## src/rtl/traffic_phase_ctrl.sv

```systemverilog
// Round-robin N-approach signal controller: GREEN -> YELLOW -> ALLRED per approach,
// with pedestrian green extension and a flashing-yellow override. Outputs decode registers only.
module traffic_phase_ctrl #(
  parameter int NUM_DIR   = 2,
  parameter int CNT_W     = 8,
  parameter int GREEN_T   = 5,
  parameter int PED_EXT_T = 3,
  parameter int YELLOW_T  = 1,
  parameter int ALLRED_T  = 1,
  localparam int DW       = (NUM_DIR > 1) ? $clog2(NUM_DIR) : 1
) (
  input  logic                 clk,
  input  logic                 rst,
  input  logic                 tick,
  input  logic                 flash_en,
  input  logic [NUM_DIR-1:0]   ped_req,
  output logic [3*NUM_DIR-1:0] light,
  output logic [NUM_DIR-1:0]   walk,
  output logic [DW-1:0]        active_dir,
  output logic [NUM_DIR-1:0]   ped_pend
);

  typedef enum logic [1:0] {S_GREEN, S_YELLOW, S_ALLRED, S_FLASH} state_t;

  // Last count value of each state; one bit wider so the extended green cannot wrap.
  localparam logic [CNT_W:0]  LAST_G  = (CNT_W+1)'(GREEN_T - 1);
  localparam logic [CNT_W:0]  LAST_GX = (CNT_W+1)'(GREEN_T + PED_EXT_T - 1);
  localparam logic [CNT_W:0]  LAST_Y  = (CNT_W+1)'(YELLOW_T - 1);
  localparam logic [CNT_W:0]  LAST_AR = (CNT_W+1)'(ALLRED_T - 1);
  localparam logic [DW-1:0]   DIR_MAX = DW'(NUM_DIR - 1);

  state_t               r_state, w_state_nxt;
  logic [DW-1:0]        r_dir, w_dir_nxt;
  logic [CNT_W-1:0]     r_cnt, w_cnt_nxt;
  logic [NUM_DIR-1:0]   r_ped_pend;
  logic                 r_walk_act, w_walk_nxt;
  logic                 r_blink, w_blink_nxt;
  logic [NUM_DIR-1:0]   w_ped_clr;
  logic [CNT_W:0]       w_last;
  logic                 w_expire;
  logic [DW-1:0]        w_dir_inc;

  always_ff @(posedge clk or posedge rst) begin
    if (rst) begin
      r_state    <= S_GREEN;
      r_dir      <= '0;
      r_cnt      <= '0;
      r_ped_pend <= '0;
      r_walk_act <= 1'b0;
      r_blink    <= 1'b0;
    end else begin
      r_state    <= w_state_nxt;
      r_dir      <= w_dir_nxt;
      r_cnt      <= w_cnt_nxt;
      r_ped_pend <= (r_ped_pend & ~w_ped_clr) | ped_req;
      r_walk_act <= w_walk_nxt;
      r_blink    <= w_blink_nxt;
    end
  end

  always_comb begin
    w_state_nxt = r_state;
    w_dir_nxt   = r_dir;
    w_cnt_nxt   = r_cnt;
    w_walk_nxt  = r_walk_act;
    w_blink_nxt = r_blink;
    w_ped_clr   = '0;
    w_dir_inc   = (r_dir == DIR_MAX) ? '0 : r_dir + DW'(1);

    case (r_state)
      S_GREEN:  w_last = r_walk_act ? LAST_GX : LAST_G;
      S_YELLOW: w_last = LAST_Y;
      default:  w_last = LAST_AR;
    endcase
    w_expire = tick && ({1'b0, r_cnt} == w_last);

    // Flash request takes priority over any tick expiry in the same cycle.
    if (flash_en && r_state != S_FLASH) begin
      w_state_nxt = S_FLASH;
      w_cnt_nxt   = '0;
      w_blink_nxt = 1'b1;
      w_walk_nxt  = 1'b0;
    end else begin
      case (r_state)
        S_GREEN: begin
          if (w_expire) begin
            w_state_nxt = S_YELLOW;
            w_cnt_nxt   = '0;
            if (r_walk_act) begin
              w_ped_clr[r_dir] = 1'b1;
              w_walk_nxt       = 1'b0;
            end
          end else if (tick) begin
            w_cnt_nxt = r_cnt + CNT_W'(1);
          end
        end
        S_YELLOW: begin
          if (w_expire) begin
            w_state_nxt = S_ALLRED;
            w_cnt_nxt   = '0;
          end else if (tick) begin
            w_cnt_nxt = r_cnt + CNT_W'(1);
          end
        end
        S_ALLRED: begin
          if (w_expire) begin
            w_state_nxt = S_GREEN;
            w_cnt_nxt   = '0;
            w_dir_nxt   = w_dir_inc;
            w_walk_nxt  = r_ped_pend[w_dir_inc];
          end else if (tick) begin
            w_cnt_nxt = r_cnt + CNT_W'(1);
          end
        end
        default: begin
          // Leaving flash parks on the last approach so the next handover lands on approach 0.
          if (!flash_en) begin
            w_state_nxt = S_ALLRED;
            w_cnt_nxt   = '0;
            w_dir_nxt   = DIR_MAX;
          end else if (tick) begin
            w_blink_nxt = ~r_blink;
          end
        end
      endcase
    end
  end

  always_comb begin
    light = '0;
    walk  = '0;
    for (int d = 0; d < NUM_DIR; d++) begin
      if (r_state == S_FLASH)
        light[3*d +: 3] = r_blink ? 3'b010 : 3'b000;
      else if (DW'(d) == r_dir && r_state == S_GREEN)
        light[3*d +: 3] = 3'b001;
      else if (DW'(d) == r_dir && r_state == S_YELLOW)
        light[3*d +: 3] = 3'b010;
      else
        light[3*d +: 3] = 3'b100;
    end
    if (r_state == S_GREEN && r_walk_act)
      walk[r_dir] = 1'b1;
  end

  assign active_dir = r_dir;
  assign ped_pend   = r_ped_pend;

endmodule

```

## config.mk

```make
export PLATFORM = sky130hd
export DESIGN_NAME = traffic_phase_ctrl
export DESIGN_NICKNAME = d
export VERILOG_FILES = /design/src/rtl/traffic_phase_ctrl.sv
export SDC_FILE = /design/constraint.sdc
export NUM_CORES = 1
export LEC_CHECK = 0
export CAP_MARGIN = 20
export CORE_UTILIZATION = 40
export DETAILED_ROUTE_END_ITERATION = 12
export GPL_TIMING_DRIVEN = 0
export PLACE_DENSITY = 0.65
export SYNTH_ARGS = -nofsm -noshare
export SYNTH_HDL_FRONTEND = slang
export SYNTH_SLANG_ARGS = --single-unit
```

## constraint.sdc

```tcl
create_clock -name clk -period 1.85 [get_ports clk]
set_input_delay 0.2775 -clock clk [delete_from_list [all_inputs] [get_ports clk]]
set_output_delay 0.2775 -clock clk [all_outputs]
set_load 0.01 [all_outputs]
```

==> results.cfg, run 1 <==
[power]
peakVddDrop_mv = 0.420
p_sw_mw = 0.355
p_seq_frac = 0.390
p_per_area_nw_per_um2 = 700
comb_power_share = 0.412
p_int_mw = 0.634
p_sw_frac = 0.359
pwr-share-clk = 0.197
finalPower_mw = 0.989
p_leak_nw = 0.598

[drt]
finalWirelength_um = 2460
num_vias = 980
wl_met1_um = 1130
maxUsedRoutingLayer = met4
drc = 0
antenna_left = 0
met3_wirelength_um = 80
routedWlPerCell_um = 14.0
drt_iter0_markers = 25
drt-vias-per-instance = 5.57
dr.pass1.iters = 4
wl_met2_um = 1190

[floorplan]
rows = 18
dieArea_um2 = 2800
die-width_um = 52.9
core_um2 = 2450
initial_core_util = 0.422
die_h_um = 52.9
pin_count = 17

[yosys]
syn_area_per_cell_um2 = 8.93
synth_top_family_by_area = simple AND/OR/NAND/NOR gates
synth-simple-area-share = 0.313
synth_fa_ha_area_frac = 0.0121
synth_top_area_share = 0.362
synth_area_leaders = dfrtp_1, xor2_1, and2_1
ys_async_sr_fraction = 1.00
ys_ff_latch = 15
synth_top_area_cell = dfrtp_1
ys_seq_area_frac = 0.362
synth-edff-count = 0
syn_area_um2 = 1040
synthFlopType = dfrtp_1
synth_compound_area_frac = 0.165
synth.mux.area_fraction = 0.0399
synth.net_count = 123
post_synth_inst_count = 116
synth-warning-count = 0
synth.distinct_cells = 38
synth_xor_area_frac = 0.0592

[timing]
fin_crit_sh = 0.976
worstMarginPinSlew_ns = 0.578
setup_viol = 0
maxSlewViolCount = 0
fin_crit_ns = 1.81
rsz0062_at_grt = yes
hold_viol_final = 0
clock_skew_ns = 0.0167
max_freq_mhz = 554
slew_headroom = 0.615
hold_ws_ns = 0.321

[worst_hold_path]
min_path_type = primary input to asynchronous set/reset pin

[cts]
cts_made_buffers = 3
cts-hold-fix-buffers = 0
insertion_delay_ns = 0.30
cts_tree = yes
cts-root-buf = clkbuf_4
htree_levels = 1
clk_pin_slew_ns = 0.10
cts_sinks = 15
cts_buffer_depth = 2

[layout]
nets = 154
layout_common_cells = dfrtp_1, buf_4, clkdlybuf4s50_1
drive_above_1_share = 0.240
n_antenna_cell = 0
final_common_cell = dfrtp_1
syn_to_final_growth_pct = 36.4

[worst_setup_path]
r2r_cells = 6
arrival_ns = 2.01
path_delay_family = simple AND/OR/NAND/NOR gates
worst-setup-path-type = flip-flop to flip-flop
cp_data_required_time_ns = 2.05
crit_top_cell = buf_6
cp_max_fo = 5
cp_slowest_cell = or4_4
path_cells = buf_6, nor3b_4, buf_6, mux2i_4, or4_4, a21o_1
cp-start-kind = flip-flop
worstSetupEndpointType = flip-flop
crit_buf_inv = 2
r2r_end = ped_pend[1]$_DFF_PP0_
rrSetupSlack_ns = 0.04
max_stage_delay_ns = 0.55
r2r_start = r_state[0]$_DFFE_PP0P_

[flow_run]
maxCapViolations = 0

[placement]
gp_congestion = 0.880
dpl.hpwl_um = 1610
portBuffers = 15

[outcome]
status = finished clean

[global_routing]
antenna_found_initial = 0
grt_use_total = 0.198
grt-ovfl-total = 0
grt_max_degree = 16
first_global_vias = 861
grt_pass1_wl_um = 3910
==> Yosys cell counts (2+ instances only) <==
| cell | n |
|---|---|
| a211oi_1 | 4 |
| nand2_1 | 5 |
| a21oi_1 | 3 |
| o21ai_0 | 6 |
| and4_1 | 2 |
| nand3b_1 | 2 |
| nor4_1 | 3 |
| or3_1 | 3 |
| mux2i_1 | 3 |
| inv_1 | 5 |
| clkbuf_1 | 4 |
| dfrtp_1 | 15 |
| nor2b_1 | 3 |
| nand3_1 | 6 |
| and2_1 | 6 |
| xor2_1 | 6 |
| nor3_1 | 7 |
| nand4_1 | 6 |
| a21boi_0 | 2 |
| nor2_1 | 5 |
| a21o_1 | 3 |
==> routing by layer <==
metal  track usage  vias up
li1              -      496
met5             0        -
met2         0.327       18
met1         0.243      459
met4        0.0921        0
met3        0.0431        7
==> worst max-delay path by stage <==
stage | start | end | slack, ns | depth (start not counted)
2_1_floorplan | r_state[0]$_DFFE_PP0P_ | ped_pend[1]$_DFF_PP0_ | 0.09 | 5
3_3_place_gp | tick | r_cnt[1]$_DFFE_PP0P_ | -0.28 | 4
3_5_place_dp | tick | r_cnt[4]$_DFFE_PP0P_ | -0.30 | 4
4_1_cts | r_state[0]$_DFFE_PP0P_ | walk[1] | 0.006 | 5
5_1_grt | r_state[0]$_DFFE_PP0P_ | r_cnt[1]$_DFFE_PP0P_ | -0.03 | 7
6_report | r_state[0]$_DFFE_PP0P_ | ped_pend[1]$_DFF_PP0_ | 0.04 | 6
==> flip-flops by register name, summed over array words and instances, names as in the netlist <==
signal and count:
active_dir 1, r_walk_act 1, r_blink 1, ped_pend 2
r_state 2, r_cnt 8
==> metrics by stage <==
| step | worst slack, ns | cells | utilization | instance area, um2 | setup TNS (ns) |
|---|---|---|---|---|---|
| after floorplan | 0.0896 | 116 | - | 1040 | 0 |
| after global placement | -0.282 | 161 | 0.498 | 1220 | -2.07 |
| after detailed placement | -0.302 | 161 | 0.498 | 1220 | -2.31 |
| after CTS | 0.00639 | 173 | 0.557 | 1370 | 0 |
| after global routing | -0.0328 | 176 | 0.575 | 1410 | -0.0775 |
| final | 0.0449 | 176 | 0.575 | 1410 | 0 |
==> cells by family after synthesis <==
family          count (synthesis)
simple gates                   54
buf+inv                        11
xor+xnor                        7
fa+ha+maj                       1
compound gates                 24
mux                             4
flops                          15
==> power groups by stage <==
stage | Combinational, mW | Sequential [mW] | Clock (mW)
CTS | 0.378 | 0.386 | 0.201
floorplan | 0.207 | 0.393 | 0
finish | 0.408 | 0.386 | 0.195
global placement | 0.313 | 0.398 | 0
detailed placement | 0.318 | 0.400 | 0
global route | 0.446 | 0.389 | 0.222
==> layout make-up <==
cell class / instances / area [um2]
Fill cell: 220 / 1040
Multi-Input combinational cell: 90 / 682
Sequential cell: 15 / 378
Timing Repair Buffer: 26 / 224
Buffer: 6 / 45.0
Tap cell: 30 / 37.5
Clock buffer: 3 / 22.5
Inverter: 5 / 18.8
Clock inverter: 1 / 5.00
==> repair_timing <==
| action | CTS | global route |
|---|---|---|
| endpoints found under the hold margin | 0 | 0 |
| endpoints found under the setup margin | 18 | 15 |
| resized for setup | 29 | 11 |
| pin swaps | 3 | 6 |
| setup buffers | 8 | 4 |
Note: power is estimated with default switching activity, not from simulation.
==> inputs of run 2 (changes only) <==
--- a/config.mk
+++ b/config.mk
@@ -10,6 +10,7 @@
 export DETAILED_ROUTE_END_ITERATION = 12
 export GPL_TIMING_DRIVEN = 0
 export PLACE_DENSITY = 0.65
+export SLEW_MARGIN = 10
 export SYNTH_ARGS = -nofsm -noshare
 export SYNTH_HDL_FRONTEND = slang
 export SYNTH_SLANG_ARGS = --single-unit
==> results of run 2 <==
Same layout as run 1: the final DEF is identical, and so are final timing and power.
==> inputs of run 3 (changes only) <==
--- a/config.mk
+++ b/config.mk
@@ -8,7 +8,7 @@
 export CAP_MARGIN = 20
 export CORE_UTILIZATION = 40
 export DETAILED_ROUTE_END_ITERATION = 12
-export GPL_TIMING_DRIVEN = 0
+export GPL_TIMING_DRIVEN = 1
 export PLACE_DENSITY = 0.65
 export SLEW_MARGIN = 10
 export SYNTH_ARGS = -nofsm -noshare
==> run 3 against run 2 <==
Against the previous run: cell area increased by 1.7%; register-to-register slack about the same; combinational power decreased by 6.9%; hold slack improved by 0.031 ns; maximum frequency increased by 0.25%; die area unchanged; worst setup slack improved by 0.0045 ns; first-iteration DRC count decreased by 52%; largest cell class unchanged; largest power group is now sequential cells.
==> results.cfg, run 3 (synthesis gave the netlist of run 1 again) <==
[floorplan]
rows = 18
pin_count = 17
dieArea_um2 = 2800
die-width_um = 52.9
die_h_um = 52.9
initial_core_util = 0.422
core_um2 = 2450

[drt]
num_vias = 1025
routedWlPerCell_um = 14.4
dr.pass1.iters = 4
drt_iter0_markers = 12
antenna_left = 0
finalWirelength_um = 2630
drt-vias-per-instance = 5.63
drc = 0

[power]
p_seq_frac = 0.410
p_sw_frac = 0.355
p_leak_nw = 0.623
comb_power_share = 0.392
finalPower_mw = 0.967
p_int_mw = 0.624
p_per_area_nw_per_um2 = 673
p_sw_mw = 0.344
pwr-share-clk = 0.198
peakVddDrop_mv = 0.411

[placement]
gp_congestion = 0.861
portBuffers = 16
dpl.hpwl_um = 2000
pre_cts_slack_ns = -0.0474

[timing]
hold_ws_ns = 0.351
slew_headroom = 0.599
fin_crit_sh = 0.973
maxSlewViolCount = 0
fin_crit_ns = 1.80
setup_viol = 0
timing.final.ws_setup_ns = 0.0494
hold_viol_final = 0
worstMarginPinSlew_ns = 0.601
max_freq_mhz = 555
rsz0062_at_grt = yes
clock_skew_ns = 0.000749

[worst_setup_path]
cp_max_fo = 4
crit_buf_inv = 0
worstSetupEndpointType = flip-flop
arrival_ns = 1.98
cp_slowest_cell = or4_1
path_cells = nor4_2, nand3b_1, or4_1, a21o_1
path_delay_family = simple AND/OR/NAND/NOR gates
max_stage_delay_ns = 0.58
worst-setup-path-type = flip-flop to flip-flop
cp_data_required_time_ns = 2.03
cp-start-kind = flip-flop

[layout]
n_antenna_cell = 0
fill_cells = 239
nets = 160
final_core_util = 0.585
largest_register_ffs = 8
regMostFlops = r_cnt
layout_common_cells = buf_4, dfrtp_1, clkdlybuf4s50_1
syn_to_final_growth_pct = 38.6
final_common_cell = buf_4
drive_above_1_share = 0.230

[flow_run]
maxCapViolations = 0

[global_routing]
grt_use_total = 0.221
grt_pass1_wl_um = 4400
first_global_vias = 943
grt_max_degree = 18
grt-ovfl-total = 0
antenna_found_initial = 0

[cts]
insertion_delay_ns = 0.28
cts-root-buf = clkbuf_4
cts_tree = yes
htree_levels = 1
cts_buffer_depth = 2
clk_pin_slew_ns = 0.09
cts_sinks = 15
cts_made_buffers = 3

[worst_hold_path]
min_path_type = primary input to asynchronous set/reset pin

[outcome]
status = finished clean
[run 3: cell types whose count changed in the layout (fill, tap and decap cells not counted), sizes merged]
cell,previous run,this run
clkdlybuf4s50,7,8
dlygate4sd2,4,6
clkinv,1,0
buf,14,22
clkbuf,9,5
[run 3: final cells by class]
class | count | area, um2 | share of cell area
sequential | 15 | 377 | 0.262
clock buffer | 4 | 26.3 | 0.0183
timing repair buffer | 38 | 324 | 0.226
inverter | 5 | 18.8 | 0.0131
tap | 30 | 37.5 | 0.0261
multi-input combinational | 90 | 653 | 0.455
[run 3: path summary, 6_finish.rpt]
check	endpoint	start	cells past startpoint	slack, ns
max	ped_pend[1]$_DFF_PP0_	r_cnt[6]$_DFFE_PP0P_	4	0.05
min	r_cnt[1]$_DFFE_PP0P_	rst	2	0.35
max reg2reg	ped_pend[1]$_DFF_PP0_	r_cnt[6]$_DFFE_PP0P_	4	0.05
min reg2reg	ped_pend[0]$_DFF_PP0_	ped_pend[0]$_DFF_PP0_	1	0.51
max in group asynchronous	active_dir$_DFFE_PP0P_	rst	2	1.07
min in group clk	ped_pend[0]$_DFF_PP0_	ped_pend[0]$_DFF_PP0_	1	0.51
[run 3: repair_timing]
| action | CTS | global route |
|---|---|---|
| buffers inserted | 1 | 0 |
| pin swaps | 1 | 2 |
| hold buffers | 0 | 0 |
| endpoints found under the setup margin | 15 | 15 |
| cloned | 0 | 0 |
| endpoints found under the hold margin | 0 | 0 |
| resized for setup | 15 | 8 |
[run 3: power by group through the flow]
stage | combinational (mW) | clock, mW | sequential (mW)
finish | 0.380 | 0.191 | 0.397
CTS | 0.371 | 0.197 | 0.394
global placement | 0.360 | 0 | 0.399
detailed placement | 0.367 | 0 | 0.400
floorplan | 0.207 | 0 | 0.393
global route | 0.415 | 0.214 | 0.402
[run 3: layer usage]
metal	GRT usage	wire, um	up-vias
met5	0	0	-
met4	0.101	49	0
met3	0.0402	91	6
met2	0.346	1270	24
met1	0.293	1210	493
li1	-	-	502
[run 3: stage by stage]
step,cells,instance area (um2),setup TNS [ns]
4_1_cts,182,1420,-0.0180
3_5_place_dp,177,1360,-0.244
3_3_place_gp,177,1360,0
2_1_floorplan,116,1040,0
5_1_grt,182,1440,-0.0304
6_report,182,1440,0
